==> src/rtl/apu_arb_pkg.sv <==
// ----------------------------------------------------------------------------
// apu_arb_pkg
// Types for the shared-APU round-robin arbiter.
// No ports; arbiter FSM state encoding only.
// ----------------------------------------------------------------------------
package apu_arb_pkg;
    // ARB : free round-robin selection among requesting cores
    // LOCK: an offered request was not granted; selection is pinned to it
    typedef enum logic {
        ARB  = 1'b0,
        LOCK = 1'b1
    } arb_state_e;
endpackage

==> src/rtl/cv32e40p_apu_core_pkg.sv <==
// ----------------------------------------------------------------------------
// cv32e40p_apu_core_pkg
// APU interface widths shared between the cv32e40p core and the APU/FPU.
// No ports; constants only.
// ----------------------------------------------------------------------------
package cv32e40p_apu_core_pkg;
    localparam int APU_NARGS_CPU    = 3;   // operands per APU operation
    localparam int APU_WOP_CPU      = 6;   // opcode width
    localparam int APU_NDSFLAGS_CPU = 15;  // downstream (core -> APU) flags
    localparam int APU_NUSFLAGS_CPU = 5;   // upstream (APU -> core) flags
endpackage

==> src/rtl/apu_rr_arbiter_if.sv <==
// ----------------------------------------------------------------------------
// apu_rr_arbiter_if
// Request/response channel between the arbiter and the shared APU.
//   req/gnt      : request handshake. A request transfers in the cycle where
//                  req and gnt are both 1. While req is 1 and gnt is 0 the
//                  operands/op/flags are held stable and req stays high.
//   rvalid       : one response, accepted unconditionally (no back-pressure);
//                  result/rflags are only meaningful when rvalid is 1.
// Modports: master = arbiter side, slave = APU side.
// ----------------------------------------------------------------------------
interface apu_rr_arbiter_if;
    import cv32e40p_apu_core_pkg::*;

    logic                             req;
    logic                             gnt;
    logic [APU_NARGS_CPU*32-1:0]      operands;
    logic [APU_WOP_CPU-1:0]           op;
    logic [APU_NDSFLAGS_CPU-1:0]      flags;
    logic                             rvalid;
    logic [31:0]                      result;
    logic [APU_NUSFLAGS_CPU-1:0]      rflags;

    modport master (
        output req, operands, op, flags,
        input  gnt, rvalid, result, rflags
    );

    modport slave (
        input  req, operands, op, flags,
        output gnt, rvalid, result, rflags
    );
endinterface

==> src/rtl/apu_tag_fifo.sv <==
// ----------------------------------------------------------------------------
// apu_tag_fifo
// Synchronous FIFO holding requester IDs of granted, unanswered operations.
// Ports: clk_i, rst_ni (async active-low), push/din, pop/dout,
//        full, empty, count (occupancy).
// DEPTH must be a power of two so the pointers wrap naturally.
// Push when full and pop when empty are ignored.
// ----------------------------------------------------------------------------
module apu_tag_fifo #(
    parameter  int WIDTH = 1,
    parameter  int DEPTH = 4,
    localparam int AW    = $clog2(DEPTH),
    localparam int CW    = $clog2(DEPTH + 1)
) (
    input  logic             clk_i,
    input  logic             rst_ni,
    input  logic             push,
    input  logic [WIDTH-1:0] din,
    input  logic             pop,
    output logic [WIDTH-1:0] dout,
    output logic             full,
    output logic             empty,
    output logic [CW-1:0]    count
);
    logic [WIDTH-1:0] mem [DEPTH];
    logic [AW-1:0]    wr_ptr;
    logic [AW-1:0]    rd_ptr;
    logic             do_push;
    logic             do_pop;

    assign full    = (count == CW'(DEPTH));
    assign empty   = (count == '0);
    assign do_push = push && !full;
    assign do_pop  = pop && !empty;
    assign dout    = mem[rd_ptr];

    always_ff @(posedge clk_i or negedge rst_ni) begin
        if (!rst_ni) begin
            wr_ptr <= '0;
            rd_ptr <= '0;
            count  <= '0;
        end else begin
            if (do_push) wr_ptr <= wr_ptr + 1'b1;
            if (do_pop)  rd_ptr <= rd_ptr + 1'b1;
            case ({do_push, do_pop})
                2'b10:   count <= count + 1'b1;
                2'b01:   count <= count - 1'b1;
                default: ;
            endcase
        end
    end

    // Storage needs no reset: entries are only read behind valid occupancy.
    always_ff @(posedge clk_i) begin
        if (do_push) mem[wr_ptr] <= din;
    end
endmodule

==> src/rtl/apu_rr_arbiter.sv <==
// ----------------------------------------------------------------------------
// apu_rr_arbiter
// Shares one APU between NUM_REQ cores. Round-robin request arbitration,
// selection locked while an offered request waits for its grant, responses
// routed back in grant order through a tag FIFO.
// Ports:
//   clk_i, rst_ni          clock, async active-low reset
//   req_i/gnt_o            per-core request handshake
//   operands_i/op_i/flags_i per-core request payload (core k at slice k)
//   rvalid_o               per-core response strobe
//   result_o/rflags_o      broadcast response payload, qualified by rvalid_o
//   apu                    shared-APU channel (master side)
//   outstanding_o          tag FIFO occupancy
//   err_o                  sticky protocol error (cleared by reset only)
//   state_o                arbiter FSM state
// ----------------------------------------------------------------------------
module apu_rr_arbiter
    import cv32e40p_apu_core_pkg::*;
    import apu_arb_pkg::*;
#(
    parameter  int NUM_REQ         = 2,
    parameter  int MAX_OUTSTANDING = 4,
    localparam int IDW             = $clog2(NUM_REQ),
    localparam int CW              = $clog2(MAX_OUTSTANDING + 1),
    localparam int OPW             = APU_NARGS_CPU * 32
) (
    input  logic                                  clk_i,
    input  logic                                  rst_ni,
    input  logic [NUM_REQ-1:0]                    req_i,
    output logic [NUM_REQ-1:0]                    gnt_o,
    input  logic [NUM_REQ*OPW-1:0]                operands_i,
    input  logic [NUM_REQ*APU_WOP_CPU-1:0]        op_i,
    input  logic [NUM_REQ*APU_NDSFLAGS_CPU-1:0]   flags_i,
    output logic [NUM_REQ-1:0]                    rvalid_o,
    output logic [31:0]                           result_o,
    output logic [APU_NUSFLAGS_CPU-1:0]           rflags_o,
    apu_rr_arbiter_if.master                      apu,
    output logic [CW-1:0]                         outstanding_o,
    output logic                                  err_o,
    output arb_state_e                            state_o
);
    arb_state_e     state_q;
    arb_state_e     state_d;
    logic [IDW-1:0] rr_q;
    logic [IDW-1:0] lock_q;
    logic [IDW-1:0] winner;
    logic [IDW-1:0] sel;
    logic [IDW-1:0] head;
    logic           hs;
    logic           pop;
    logic           fifo_full;
    logic           fifo_empty;
    logic           err_set;

    // First asserted request at or after rr_q, searching upward with wrap.
    always_comb begin
        int  idx;
        logic found;
        winner = rr_q;
        found  = 1'b0;
        for (int i = 0; i < NUM_REQ; i++) begin
            idx = int'(rr_q) + i;
            if (idx >= NUM_REQ) idx = idx - NUM_REQ;
            if (!found && req_i[idx]) begin
                winner = IDW'(idx);
                found  = 1'b1;
            end
        end
    end

    assign sel = (state_q == LOCK) ? lock_q : winner;

    // FSM: state register
    always_ff @(posedge clk_i or negedge rst_ni) begin
        if (!rst_ni) state_q <= ARB;
        else         state_q <= state_d;
    end

    // FSM: next state
    always_comb begin
        state_d = state_q;
        case (state_q)
            ARB:  if (apu.req && !apu.gnt) state_d = LOCK;
            LOCK: if (hs || !req_i[lock_q]) state_d = ARB;
            default: state_d = ARB;
        endcase
    end

    // FSM: outputs. apu.req is gated by rst_ni so everything reads idle
    // while reset is held, even with cores still requesting.
    always_comb begin
        apu.req      = 1'b0;
        apu.operands = '0;
        apu.op       = '0;
        apu.flags    = '0;
        gnt_o        = '0;
        rvalid_o     = '0;
        if (rst_ni && !fifo_full) begin
            apu.req = (state_q == ARB) ? |req_i : req_i[lock_q];
        end
        hs = apu.req && apu.gnt;
        if (hs) gnt_o[sel] = 1'b1;
        for (int k = 0; k < NUM_REQ; k++) begin
            if (int'(sel) == k) begin
                apu.operands = operands_i[k*OPW +: OPW];
                apu.op       = op_i[k*APU_WOP_CPU +: APU_WOP_CPU];
                apu.flags    = flags_i[k*APU_NDSFLAGS_CPU +: APU_NDSFLAGS_CPU];
            end
        end
        pop = apu.rvalid && !fifo_empty;
        if (pop) rvalid_o[head] = 1'b1;
        // Stray response, or a locked core withdrawing its request.
        err_set = (apu.rvalid && fifo_empty) ||
                  ((state_q == LOCK) && !req_i[lock_q]);
    end

    always_ff @(posedge clk_i or negedge rst_ni) begin
        if (!rst_ni) begin
            rr_q   <= '0;
            lock_q <= '0;
            err_o  <= 1'b0;
        end else begin
            if (state_q == ARB && apu.req && !apu.gnt) lock_q <= winner;
            if (hs) rr_q <= (int'(sel) == NUM_REQ - 1) ? '0 : sel + 1'b1;
            if (err_set) err_o <= 1'b1;
        end
    end

    // apu.req is already low when full, so hs never pushes into a full FIFO.
    apu_tag_fifo #(
        .WIDTH (IDW),
        .DEPTH (MAX_OUTSTANDING)
    ) u_tag_fifo (
        .clk_i  (clk_i),
        .rst_ni (rst_ni),
        .push   (hs),
        .din    (sel),
        .pop    (pop),
        .dout   (head),
        .full   (fifo_full),
        .empty  (fifo_empty),
        .count  (outstanding_o)
    );

    assign result_o = apu.result;
    assign rflags_o = apu.rflags;
    assign state_o  = state_q;
endmodule

==> src/flat_wrapper.sv <==
// flat-port wrapper written by rule: the top's interface ports become plain ports
module apu_rr_arbiter_flat import cv32e40p_apu_core_pkg::*; import apu_arb_pkg::*;
#(
    parameter  int NUM_REQ         = 2,
    parameter  int MAX_OUTSTANDING = 4,
    localparam int IDW             = $clog2(NUM_REQ),
    localparam int CW              = $clog2(MAX_OUTSTANDING + 1),
    localparam int OPW             = APU_NARGS_CPU * 32
)
  (clk_i, rst_ni, req_i, gnt_o, operands_i, op_i, flags_i, rvalid_o, result_o, rflags_o, outstanding_o, err_o, state_o, apu_req, apu_operands, apu_op, apu_flags, apu_gnt, apu_rvalid, apu_result, apu_rflags);
  apu_rr_arbiter_if apu_i ();
  input  logic clk_i;
  input  logic rst_ni;
  input  logic [NUM_REQ-1:0] req_i;
  output logic [NUM_REQ-1:0] gnt_o;
  input  logic [NUM_REQ*OPW-1:0] operands_i;
  input  logic [NUM_REQ*APU_WOP_CPU-1:0] op_i;
  input  logic [NUM_REQ*APU_NDSFLAGS_CPU-1:0] flags_i;
  output logic [NUM_REQ-1:0] rvalid_o;
  output logic [31:0] result_o;
  output logic [APU_NUSFLAGS_CPU-1:0] rflags_o;
  output logic [CW-1:0] outstanding_o;
  output logic err_o;
  output arb_state_e state_o;
  output wire logic [$bits(apu_i.req)-1:0] apu_req;
  output wire logic [$bits(apu_i.operands)-1:0] apu_operands;
  output wire logic [$bits(apu_i.op)-1:0] apu_op;
  output wire logic [$bits(apu_i.flags)-1:0] apu_flags;
  input wire logic [$bits(apu_i.gnt)-1:0] apu_gnt;
  input wire logic [$bits(apu_i.rvalid)-1:0] apu_rvalid;
  input wire logic [$bits(apu_i.result)-1:0] apu_result;
  input wire logic [$bits(apu_i.rflags)-1:0] apu_rflags;
  assign apu_req = apu_i.req;
  assign apu_operands = apu_i.operands;
  assign apu_op = apu_i.op;
  assign apu_flags = apu_i.flags;
  assign apu_i.gnt = apu_gnt;
  assign apu_i.rvalid = apu_rvalid;
  assign apu_i.result = apu_result;
  assign apu_i.rflags = apu_rflags;
  apu_rr_arbiter #(.NUM_REQ(NUM_REQ), .MAX_OUTSTANDING(MAX_OUTSTANDING)) u_core (.clk_i(clk_i), .rst_ni(rst_ni), .req_i(req_i), .gnt_o(gnt_o), .operands_i(operands_i), .op_i(op_i), .flags_i(flags_i), .rvalid_o(rvalid_o), .result_o(result_o), .rflags_o(rflags_o), .apu(apu_i), .outstanding_o(outstanding_o), .err_o(err_o), .state_o(state_o));
endmodule
==> config.mk <==
export PLATFORM = sky130hd
export DESIGN_NAME = apu_rr_arbiter_flat
export DESIGN_NICKNAME = d
export VERILOG_FILES = /design/src/rtl/apu_arb_pkg.sv /design/src/rtl/cv32e40p_apu_core_pkg.sv /design/src/rtl/apu_rr_arbiter_if.sv /design/src/rtl/apu_tag_fifo.sv /design/src/rtl/apu_rr_arbiter.sv /design/src/flat_wrapper.sv
export SDC_FILE = /design/constraint.sdc
export NUM_CORES = 1
export LEC_CHECK = 0
export ABC_CLOCK_PERIOD_IN_PS = 2000
export BUFFER_PORTS_ARGS = -buffer_cell sky130_fd_sc_hd__buf_4
export CORE_AREA = 8 8 164 166
export DETAILED_ROUTE_END_ITERATION = 7
export DIE_AREA = 0 0 172 174
export GPL_TIMING_DRIVEN = 0
export PLACE_DENSITY = 0.4
export SLEW_MARGIN = 0
export SYNTH_ARGS = -nofsm -noshare
export SYNTH_HDL_FRONTEND = slang
export SYNTH_SLANG_ARGS = --single-unit
export TNS_END_PERCENT = 20
==> constraint.sdc <==
create_clock -name clk_i -period 2 [get_ports clk_i]
set_clock_uncertainty 0.15 [all_clocks]
set_input_delay 0.2 -clock clk_i [delete_from_list [all_inputs] [get_ports clk_i]]
set_output_delay 0.2 -clock clk_i [all_outputs]
set_load 0.02 [all_outputs]
==> results of run 1 <==
==> placed cells by master, fill, tap and decap left out, types with 2 or more instances in the layout <==
cell       count
and2_1         7
buf_12         8
buf_4        350
xnor2_1        4
inv_1          4
ha_1           4
mux2_4        88
dfrtp_2        3
buf_6         93
edfxtp_1       4
clkbuf_16      4
xor2_1         2
nor2_1         5
nand2_1        6
dfrtp_1        8
inv_2          3
buf_8          4
mux2_2        32
mux2i_1        3
==> per-layer routing <==
layer | vias up | wire [um] | GRT usage
met3 | 6 | 1790 | 0.0277
met2 | 177 | 10100 | 0.213
met4 | 0 | 114 | 0.0119
met1 | 1507 | 6900 | 0.121
li1 | 1612 | - | -
met5 | - | 0 | 0
==> path summary, 6_finish.rpt <==
path	endpoint	slack [ns]	startpoint	cells past startpoint
max	apu_operands[8]	-0.31	u_core.rr_q	7
min reg2reg	u_core.err_o	0.33	u_core.err_o	2
min	u_core.err_o	0.04	apu_rvalid	3
max reg2reg	u_core.u_tag_fifo.count[2]	-0.21	u_core.lock_q	11
min in group asynchronous	u_core.err_o	0.32	rst_ni	2
max in group asynchronous	u_core.u_tag_fifo.count[0]	1.00	rst_ni	2
==> critical path: stages, from the launching register on <==
cell and delay (ns):
dfrtp_1 0.39, nor2_1 0.09, o21ai_1 0.08, mux2_4 0.35, buf_16 0.17, buf_6 0.16, mux2_4 0.30, buf_4 0.16
==> layout make-up <==
class	count	share of cell area
Sequential cell	15	0.0577
Multi-Input combinational cell	162	0.295
Buffer	51	0.0739
Inverter	8	0.00470
Tap cell	330	0.0597
Timing Repair Buffer	407	0.498
Clock buffer	4	0.0114
==> synthesized netlist by cell type, drive strengths merged <==
library cell,n
xnor2,4
fa,1
a21oi,1
edfxtp,4
and2,7
dfrtp,11
ha,5
o211a,1
nand2b,1
mux2i,3
nor3,1
inv,8
mux2,120
nor2,5
a31oi,1
o21ai,2
buf,51
mux4,1
and3,1
nand2,6
xor2,2
==> metrics by stage <==
step	util	power, mW
2_1_floorplan	-	4.91
3_3_place_gp	0.257	7.41
3_5_place_dp	0.257	7.36
4_1_cts	0.281	8.78
5_1_grt	0.282	9.18
6_report	0.282	8.71
==> flip-flops by register name, indices dropped and copies added (netlist names) <==
signal,flops
u_core.u_tag_fifo.rd_ptr,2
u_core.state_o,1
u_core.err_o,1
u_core.u_tag_fifo.count,3
u_core.u_tag_fifo.mem,4
u_core.rr_q,1
u_core.lock_q,1
u_core.u_tag_fifo.wr_ptr,2
==> logic make-up (layout without fill, tap and decap cells) <==
| family | after synthesis | in the layout | synth area share |
|---|---|---|---|
| AOI/OAI and AO/OA | 5 | 5 | 0.0110 |
| xor gates and xnor gates | 6 | 6 | 0.0186 |
| adders and majority gates | 6 | 6 | 0.0292 |
| buffers and inverters | 59 | 470 | 0.156 |
| DFF | 15 | 15 | 0.140 |
| muxes | 124 | 124 | 0.610 |
| and+or+nand+nor | 21 | 21 | 0.0362 |
==> timing repair <==
item | in CTS | in global routing
pin swaps | 0 | 2
endpoints found under the hold margin | 11 | 0
endpoints found under the setup margin | 122 | 121
hold buffers | 1 | 0
setup buffers | 1 | 0
gates resized for setup | 117 | 4
cloned | 1 | 1
==> power by group through the flow <==
stage	combinational [mW]	sequential (mW)	clock, mW
2_1_floorplan	4.30	0.605	0
3_3_place_gp	6.83	0.586	0
3_5_place_dp	6.78	0.584	0
4_1_cts	7.80	0.583	0.391
5_1_grt	8.18	0.602	0.401
6_report	7.74	0.580	0.384
==> key figures, run 1 <==
Setup path
  – Critical path type: register to output pin
  – Critical path required time: ~1.7 ns
  – CP max FO: 10
  – CP arrival: 1.96 ns
  – Crit. End Element: output pin
  – Critical Path Start Type: register

Pwr
  – Peak supply drop: between 0.0006 and 0.0007 V
  – Comb power frac: 0.889
  – Sw frac: 0.419
  – P_leak: roughly 3.6 nW
  – Pint: 5.06 mW
  – Psw: 3.65 mW
  – Cell Pwr Density: 1260 mW/mm2
  – Clock group share of total power: 0.044
  – Sequential Power Share: 0.067

Placement
  – Place WS: -0.219 ns
  – GPL Wtd Cong: 0.780
  – DP Cell Count: 969
  – Port Buffer Count: just over 400
  – Dpl hpwl: 17200 um
  – Post-DP Area: 0.00631 mm2

Logic synthesis
  – Top post-synthesis cells by area: mux2_4 46%, mux2_2 14%, buf_4 9.8%, dfrtp_1 9.7%, edfxtp_1 4.2%
  – Syn Area/Cell: 12.0 um2
  – Ys Warns: 0
  – Synth Net Count: ~520
  – Synthesized area: between 0.002 and 0.003 mm2
  – #FFs+latches synth: 15
  – Synth top area share: 0.456
  – Cell variety after synth: 25
  – Mapped Cells: 236
  – Sequential element share of the synthesized area: 0.140
  – Synth area leader: mux2_4

Timing
  – Setup TNS: -32.15 ns
  – Hold Worst Slack: 0.0357 ns
  – Fin crit period: 2.31 ns
  – Slew headroom: 0.651
  – Fmax: 433 MHz
  – Hold Vio Cnt, Final: 0
  – Endpoints failing setup: 121
  – Slew @ Worst Pin: 0.521 ns
  – Max Slew Vio Count: 0
  – Tcrit/Tclk final: 1.15
  – RSZ-0062 raised after global routing: yes
  – Slack of the critical path: -0.309 ns

Die
  – Die Span X: about 170 um
  – Starting density of the core: 0.115
  – Area of the core: 0.0245 mm2
  – Die Y: 174 um
  – I/O Pins: 441
  – FP Rows: 58
  – Die area: 0.0299 mm2

Detailed routing
  – Starting DRT DRC Count: 54
  – # DRC: 0
  – Vias per inst: 3.38
  – Routed WL: between 15000 and 20000 um
  – Wirelength per Cell: 19.4 um
  – Vias post-DR: 3302
  – Drt first pass iters: 4
  – Detail Route Antenna Nets: 0

Outcome
  – Status: complete, but fails checks
  – Failing checks: negative setup slack

Clock tree
  – Worst skew pair latency: 0.24 ns
  – CTS Root Cell: clkbuf_16
  – Clock-pin slew on the worst setup and hold paths: 0.05 ns
  – CTS Buffer Depth: 2
  – CTS HTree Levels: 1
  – Clock sink count: 15
  – CTS tree: yes
  – CTS buffer count: 3

Global route
  – GRT Residual Overflow: 0
  – Vias in the first global route: 3617
  – GRT Resource Usage Total: 0.111
  – First-pass GRT wire length: 24900 um
  – Initial antenna violation count: 0
  – Largest net degree at the start of global routing: 14

Hold path
  – HP Class: input pin to register

Finish
  – Final #Nets: 931
  – Ant. Diodes: 0
  – Multi-input logic area: 0.00204 mm2
  – Synthesis-to-finish area growth: 144%
  – Share of cells above drive strength 1: 0.917
  – Fillers: 2659
  – Final std cells w/o fill: between 900 and 1000
  – Register area: 399 um2
  – Final Cell Area: 0.00692 mm2

Flow run
  – MaxCap Viol Count: 0
Power figures use the tool's default switching activity.
==> run 2, diff against run 1 <==
--- a/config.mk
+++ b/config.mk
@@ -10,10 +10,9 @@
 export CORE_AREA = 8 8 164 166
 export DETAILED_ROUTE_END_ITERATION = 7
 export DIE_AREA = 0 0 172 174
-export GPL_TIMING_DRIVEN = 0
+export GPL_TIMING_DRIVEN = 1
 export PLACE_DENSITY = 0.4
-export SLEW_MARGIN = 0
 export SYNTH_ARGS = -nofsm -noshare
 export SYNTH_HDL_FRONTEND = slang
 export SYNTH_SLANG_ARGS = --single-unit
-export TNS_END_PERCENT = 20
+export TNS_END_PERCENT = 30
==> run 2 against run 1 <==
Against the previous run:
- the flow still finishes with violations (negative setup slack)
- sequential share of layout area rose by 0.83 points
- critical path depth decreased by 1
- highest routed layer unchanged
- clock-buffer cell count shrank 1
==> key figures, run 2 (synthesis results as in run 1) <==
Outcome
  – Status: complete, but fails checks
  – Failing checks: negative setup slack

Pwr
  – Comb power frac: 0.874
  – Psw: around 3.5 mW
  – Pint: ~4.4 mW
  – Peak supply drop: 0.000577 V
  – Sequential Power Share: 0.075
  – Clock group share of total power: 0.051
  – Sw frac: 0.441
  – P_leak: 3.17 nW
  – Cell Pwr Density: 1290 mW/mm2

Detailed routing
  – Routed WL: 17600 um
  – Wirelength per Cell: a little under 20 um
  – Met2 wire len: 8740 um
  – Vias post-DR: roughly 3200
  – # DRC: 0
  – M1 WL: 6630 um
  – Highest metal layer with signal wires: met4
  – Starting DRT DRC Count: 42
  – Drt first pass iters: 4
  – Met3 WL post-DR: 2130 um
  – Detail Route Antenna Nets: 0
  – Vias per inst: 3.51

Global route
  – GRT Residual Overflow: 0
  – GRT Resource Usage Total: 0.102
  – Initial antenna violation count: 0
  – First-pass GRT wire length: 23500 um
  – Largest net degree at the start of global routing: 31
  – Vias in the first global route: 3607

Setup path
  – Worst R2R Start: u_core.lock_q
  – CP Launch Point: u_core.rr_q
  – Critical path required time: approximately 1.7 ns
  – CP arrival: 1.92 ns
  – Critical path type: register to output pin
  – Crit. End Element: output pin
  – CP max FO: 30
  – Critical Path Start Type: register
  – Worst setup path end: apu_operands[49]
  – Reg2reg path depth: 10
  – RR Endpoint: u_core.u_tag_fifo.count[2]
  – Reg2Reg Setup Slack: 0.01 ns

Finish
  – Final Cell Area: 0.00605 mm2
  – Most common cell after layout, fill and taps aside: buf_4
  – Ant. Diodes: 0
  – Top flop regs: u_core.u_tag_fifo.mem x4, u_core.u_tag_fifo.count x3
  – Largest register FFs: 4
  – Reg with most FFs: u_core.u_tag_fifo.mem
  – Final #Nets: 867
  – Share of cells above drive strength 1: 0.913
  – Most frequent cells in the layout: 374 x buf_4, 87 x mux2_4, 33 x mux2_2, 15 x buf_6, 8 x dfrtp_1
  – Synthesis-to-finish area growth: 114%
  – Final std cells w/o fill: between 900 and 1000
  – Fillers: 2642

Timing
  – Tcrit/Tclk final: 1.14
  – Slew headroom: 0.837
  – RSZ-0062 raised after global routing: yes
  – Max Slew Vio Count: 0
  – Slew @ Worst Pin: 0.244 ns
  – Setup TNS: -25.97 ns
  – Fmax: 440 MHz
  – Hold Vio Cnt, Final: 0
  – Hold Worst Slack: about 0.050 ns
  – Fin crit period: 2.27 ns
  – Endpoints failing setup: 118
  – Slack of the critical path: -0.271 ns

Placement
  – Dpl hpwl: approximately 16000 um
  – GPL Wtd Cong: between 0.8 and 0.9
  – DP Cell Count: 906
  – Place WS: -0.0628 ns
  – Post-DP Area: between 0.005 and 0.006 mm2
  – Port Buffer Count: 366

Clock tree
  – CTS Root Cell: clkbuf_16
  – CTS tree: yes
  – Clock sink count: 15
  – CTS Buffer Depth: 2
  – CTS buffer count: 3
  – Worst skew pair latency: 0.24 ns
  – Clock-pin slew on the worst setup and hold paths: 0.05 ns
  – CTS HTree Levels: 1

Die
  – I/O Pins: roughly 440
  – Die area: about 0.03 mm2
  – FP Rows: 58
  – Die Span X: 172 um
  – Starting density of the core: 0.115
  – Die Y: 174 um
  – Area of the core: 0.0245 mm2

Flow run
  – MaxCap Viol Count: 0

Hold path
  – HP Class: input pin to register
==> run 2: metrics by stage <==
step / util / power (mW)
after floorplan: - / 4.91
after global placement: 0.238 / 7.28
after detailed placement: 0.238 / 7.32
after CTS: 0.243 / 7.77
after global routing: 0.247 / 8.26
final: 0.247 / 7.83
==> run 2: routing by layer <==
metal,up-vias,GRT usage
met5,-,0
met4,0,0.00719
met3,6,0.0417
met2,225,0.185
met1,1486,0.115
li1,1487,-
==> run 2: worst max-delay path: stages, from the launching register on <==
cell and delay [ns]:
dfrtp_1 0.39, nor2_1 0.13, o21ai_2 0.10, mux2_8 0.36, buf_12 0.20, mux2_4 0.32
buf_4 0.16
==> run 2: worst min path at each step <==
stage	start	end	cells past startpoint
2_1_floorplan	rst_ni	u_core.err_o	0
3_3_place_gp	rst_ni	u_core.err_o	2
3_5_place_dp	rst_ni	u_core.rr_q	2
4_1_cts	apu_rvalid	u_core.err_o	3
5_1_grt	apu_rvalid	u_core.err_o	3
6_report	apu_rvalid	u_core.err_o	3
==> run 2: area by class of cell <==
type	instances	area (um2)	area share
repair buffers	393	3040	0.502
multi-input cells	163	2080	0.344
well taps	330	413	0.0682
flip-flops and latches	15	399	0.0659
clock buffers	3	75.1	0.0124
inverters	8	32.5	0.00537
clock inverters	1	7.51	0.00124
==> run 2: power groups by stage <==
stage | registers (mW) | clock network [mW] | logic [mW]
floorplan | 0.605 | 0 | 4.30
global placement | 0.574 | 0 | 6.70
detailed placement | 0.579 | 0 | 6.74
CTS | 0.579 | 0.411 | 6.78
global route | 0.608 | 0.423 | 7.23
finish | 0.587 | 0.399 | 6.85
==> run 2: repair_timing <==
item	in CTS	in global routing
hold endpoints to repair	11	0
setup buffers	0	1
endpoints found under the setup margin	120	122
pin swaps	2	0
hold buffers	1	0
cloned	0	1
resized for setup	5	19
==> run 3, diff against run 2 <==
--- a/config.mk
+++ b/config.mk
@@ -11,7 +11,7 @@
 export DETAILED_ROUTE_END_ITERATION = 7
 export DIE_AREA = 0 0 172 174
 export GPL_TIMING_DRIVEN = 1
-export PLACE_DENSITY = 0.4
+export PLACE_DENSITY_LB_ADDON = 0.1
 export SYNTH_ARGS = -nofsm -noshare
 export SYNTH_HDL_FRONTEND = slang
 export SYNTH_SLANG_ARGS = --single-unit
==> run 3 against run 2 <==
Against the previous run:
- sequential power up 6.1%
- non-clock buffer count rose by 18
- register-to-register slack worse by 0.13 ns
- the run still ends with negative setup slack left
- critical endpoint is now apu_operands[33]
- power is 14% higher
- clock-buffer cell count unchanged
==> key figures, run 3 (synthesis results as in run 1) <==
Clock tree
  – CTS Buffer Depth: 2
  – CTS tree: yes
  – CTS buffer count: 3
  – Clock-pin slew on the worst setup and hold paths: 0.05 ns
  – Clock sink count: 15
  – CTS Root Cell: clkbuf_16
  – Worst skew pair latency: 0.24 ns
  – CTS HTree Levels: 1

Setup path
  – Crit-path slowest cell: dfrtp_1
  – CP max FO: 16
  – CP dominant cell by count: buf_12
  – Critical Path Start Type: register
  – Reg2Reg Setup Slack: -0.12 ns
  – Crit. End Element: output pin
  – RR Endpoint: u_core.u_tag_fifo.count[2]
  – CP peak stage delay: ~0.4 ns
  – CP Launch Point: u_core.rr_q
  – CP cell instances: nor2_2, o21ai_2, mux2_8, buf_12, buf_12, mux2_4, buf_6
  – Critical path required time: 1.65 ns
  – Worst setup path end: apu_operands[33]
  – Worst R2R Start: u_core.lock_q
  – Critical path type: register to output pin
  – CP arrival: between 1.5 and 2 ns
  – Reg2reg path depth: 10

Timing
  – Slew @ Worst Pin: 0.301 ns
  – Tcrit/Tclk final: 1.14
  – RSZ-0062 raised after global routing: yes
  – Max Slew Vio Count: 0
  – Fin crit period: 2.27 ns
  – Slew headroom: 0.799
  – Hold Vio Cnt, Final: 0
  – Slack of the critical path: -0.272 ns
  – Endpoints failing setup: 120
  – Fmax: 440 MHz

Detailed routing
  – Starting DRT DRC Count: 47
  – Detail Route Antenna Nets: 0
  – # DRC: 0
  – Vias per inst: 3.46
  – Wirelength per Cell: 20.4 um
  – Drt first pass iters: 3
  – Vias post-DR: 3225
  – Routed WL: 19000 um

Die
  – Die Y: between 150 and 200 um
  – I/O Pins: roughly 440
  – Starting density of the core: 0.115
  – FP Rows: 58
  – Die Span X: 172 um
  – Area of the core: 0.0245 mm2
  – Die area: 0.0299 mm2

Finish
  – Final std cells w/o fill: a little over 900
  – Reg with most FFs: u_core.u_tag_fifo.mem
  – Synthesis-to-finish area growth: 131%
  – Largest register FFs: 4
  – Final #Nets: 886
  – Most frequent cells in the layout: 328 x buf_4, 89 x mux2_4, 73 x buf_6, 32 x mux2_2, 7 x dfrtp_1
  – Final Cell Area: 0.00654 mm2
  – Fillers: between 2000 and 3000
  – Most common cell after layout, fill and taps aside: buf_4
  – Share of cells above drive strength 1: 0.920
  – Top flop regs: u_core.u_tag_fifo.mem x4, u_core.u_tag_fifo.count x3
  – Ant. Diodes: 0

Pwr
  – Pint: 5.16 mW
  – Sequential Power Share: 0.070
  – Peak supply drop: slightly below 0.0006 V
  – Psw: 3.72 mW
  – Sw frac: 0.419
  – Clock group share of total power: 0.044
  – Cell Pwr Density: 1360 mW/mm2
  – Comb power frac: 0.886
  – P_leak: 3.39 nW

Hold path
  – HP Class: input pin to register
  – Hold Startpoint: apu_rvalid
  – Hold depth: 3

Global route
  – Initial antenna violation count: 0
  – GRT Resource Usage Total: 0.114
  – Vias in the first global route: 3589
  – GRT Residual Overflow: 0
  – Largest net degree at the start of global routing: 17
  – First-pass GRT wire length: 25300 um

Placement
  – GPL Wtd Cong: 0.877
  – Port Buffer Count: 366
  – Post-DP Area: 0.00595 mm2
  – Dpl hpwl: 16600 um
  – DP Cell Count: around 920

Flow run
  – MaxCap Viol Count: 0

Outcome
  – Failing checks: negative setup slack
  – Status: complete, but fails checks
## run 3: changes by cell type in the layout (fill, tap and decap cells not counted), moves of 2 or more
cell	before	now
buf_4	374	328
mux2_4	87	89
buf_12	2	4
buf_6	15	73
buf_16	0	3
## run 3: timing repair
item | in CTS | in global routing
hold endpoints to repair | 11 | 0
endpoints found under the setup margin | 120 | 122
pin swaps | 6 | 3
gates resized for setup | 61 | 29
hold buffers | 1 | 0
gates cloned | 2 | 2
buffers inserted | 7 | 1
## run 3: layout make-up
type,instances,area [um2],share of cell area
Multi-Input combinational cell,164,2110,0.323
Clock inverter,1,5.00,0.000766
Inverter,8,32.5,0.00498
Tap cell,330,413,0.0632
Timing Repair Buffer,411,3500,0.535
Sequential cell,15,400,0.0612
Clock buffer,3,75.1,0.0115
## run 3: worst min path at each step
stage and endpoint:
2_1_floorplan u_core.err_o, 3_3_place_gp u_core.state_o, 3_5_place_dp u_core.state_o, 4_1_cts u_core.err_o
5_1_grt u_core.err_o, 6_report u_core.err_o
## run 3: stage by stage
stage | hold WS, ns | power [mW] | setup slack, ns | util | setup TNS [ns]
floorplan | -0.246 | 4.91 | -0.107 | - | -0.138
global placement | -0.00343 | 7.55 | -0.138 | 0.243 | -9.43
detailed placement | 0.00142 | 7.55 | -0.152 | 0.243 | -9.77
CTS | 0.0314 | 8.72 | -0.340 | 0.260 | -34.98
global route | 0.0590 | 9.40 | -0.335 | 0.267 | -34.81
finish | 0.0511 | 8.89 | -0.272 | 0.267 | -26.66
## run 3: metal layers
metal  vias to the layer above  global-route usage  part of all wire
met3                         7              0.0426              0.12
met5                         -                   0                 0
met4                         0             0.00862            0.0051
met1                      1485               0.120              0.36
met2                       201               0.219              0.52
li1                       1532                   -                 -
## run 3: power by group through the flow
stage                     sequential (mW)  combinational (mW)  clock, mW
after floorplan                     0.605                4.30          0
after global placement              0.575                6.98          0
after detailed placement            0.581                6.96          0
after CTS                           0.596                7.71      0.408
after global routing                0.642                8.34      0.421
final                               0.623                7.87      0.394
## run 3: critical path: cells and delay by family (launching register included)
kind	cells	cell delay, ns
compound gates	1	0.07
buf+inv	3	0.47
flops	1	0.40
mux	2	0.63
simple gates	1	0.10
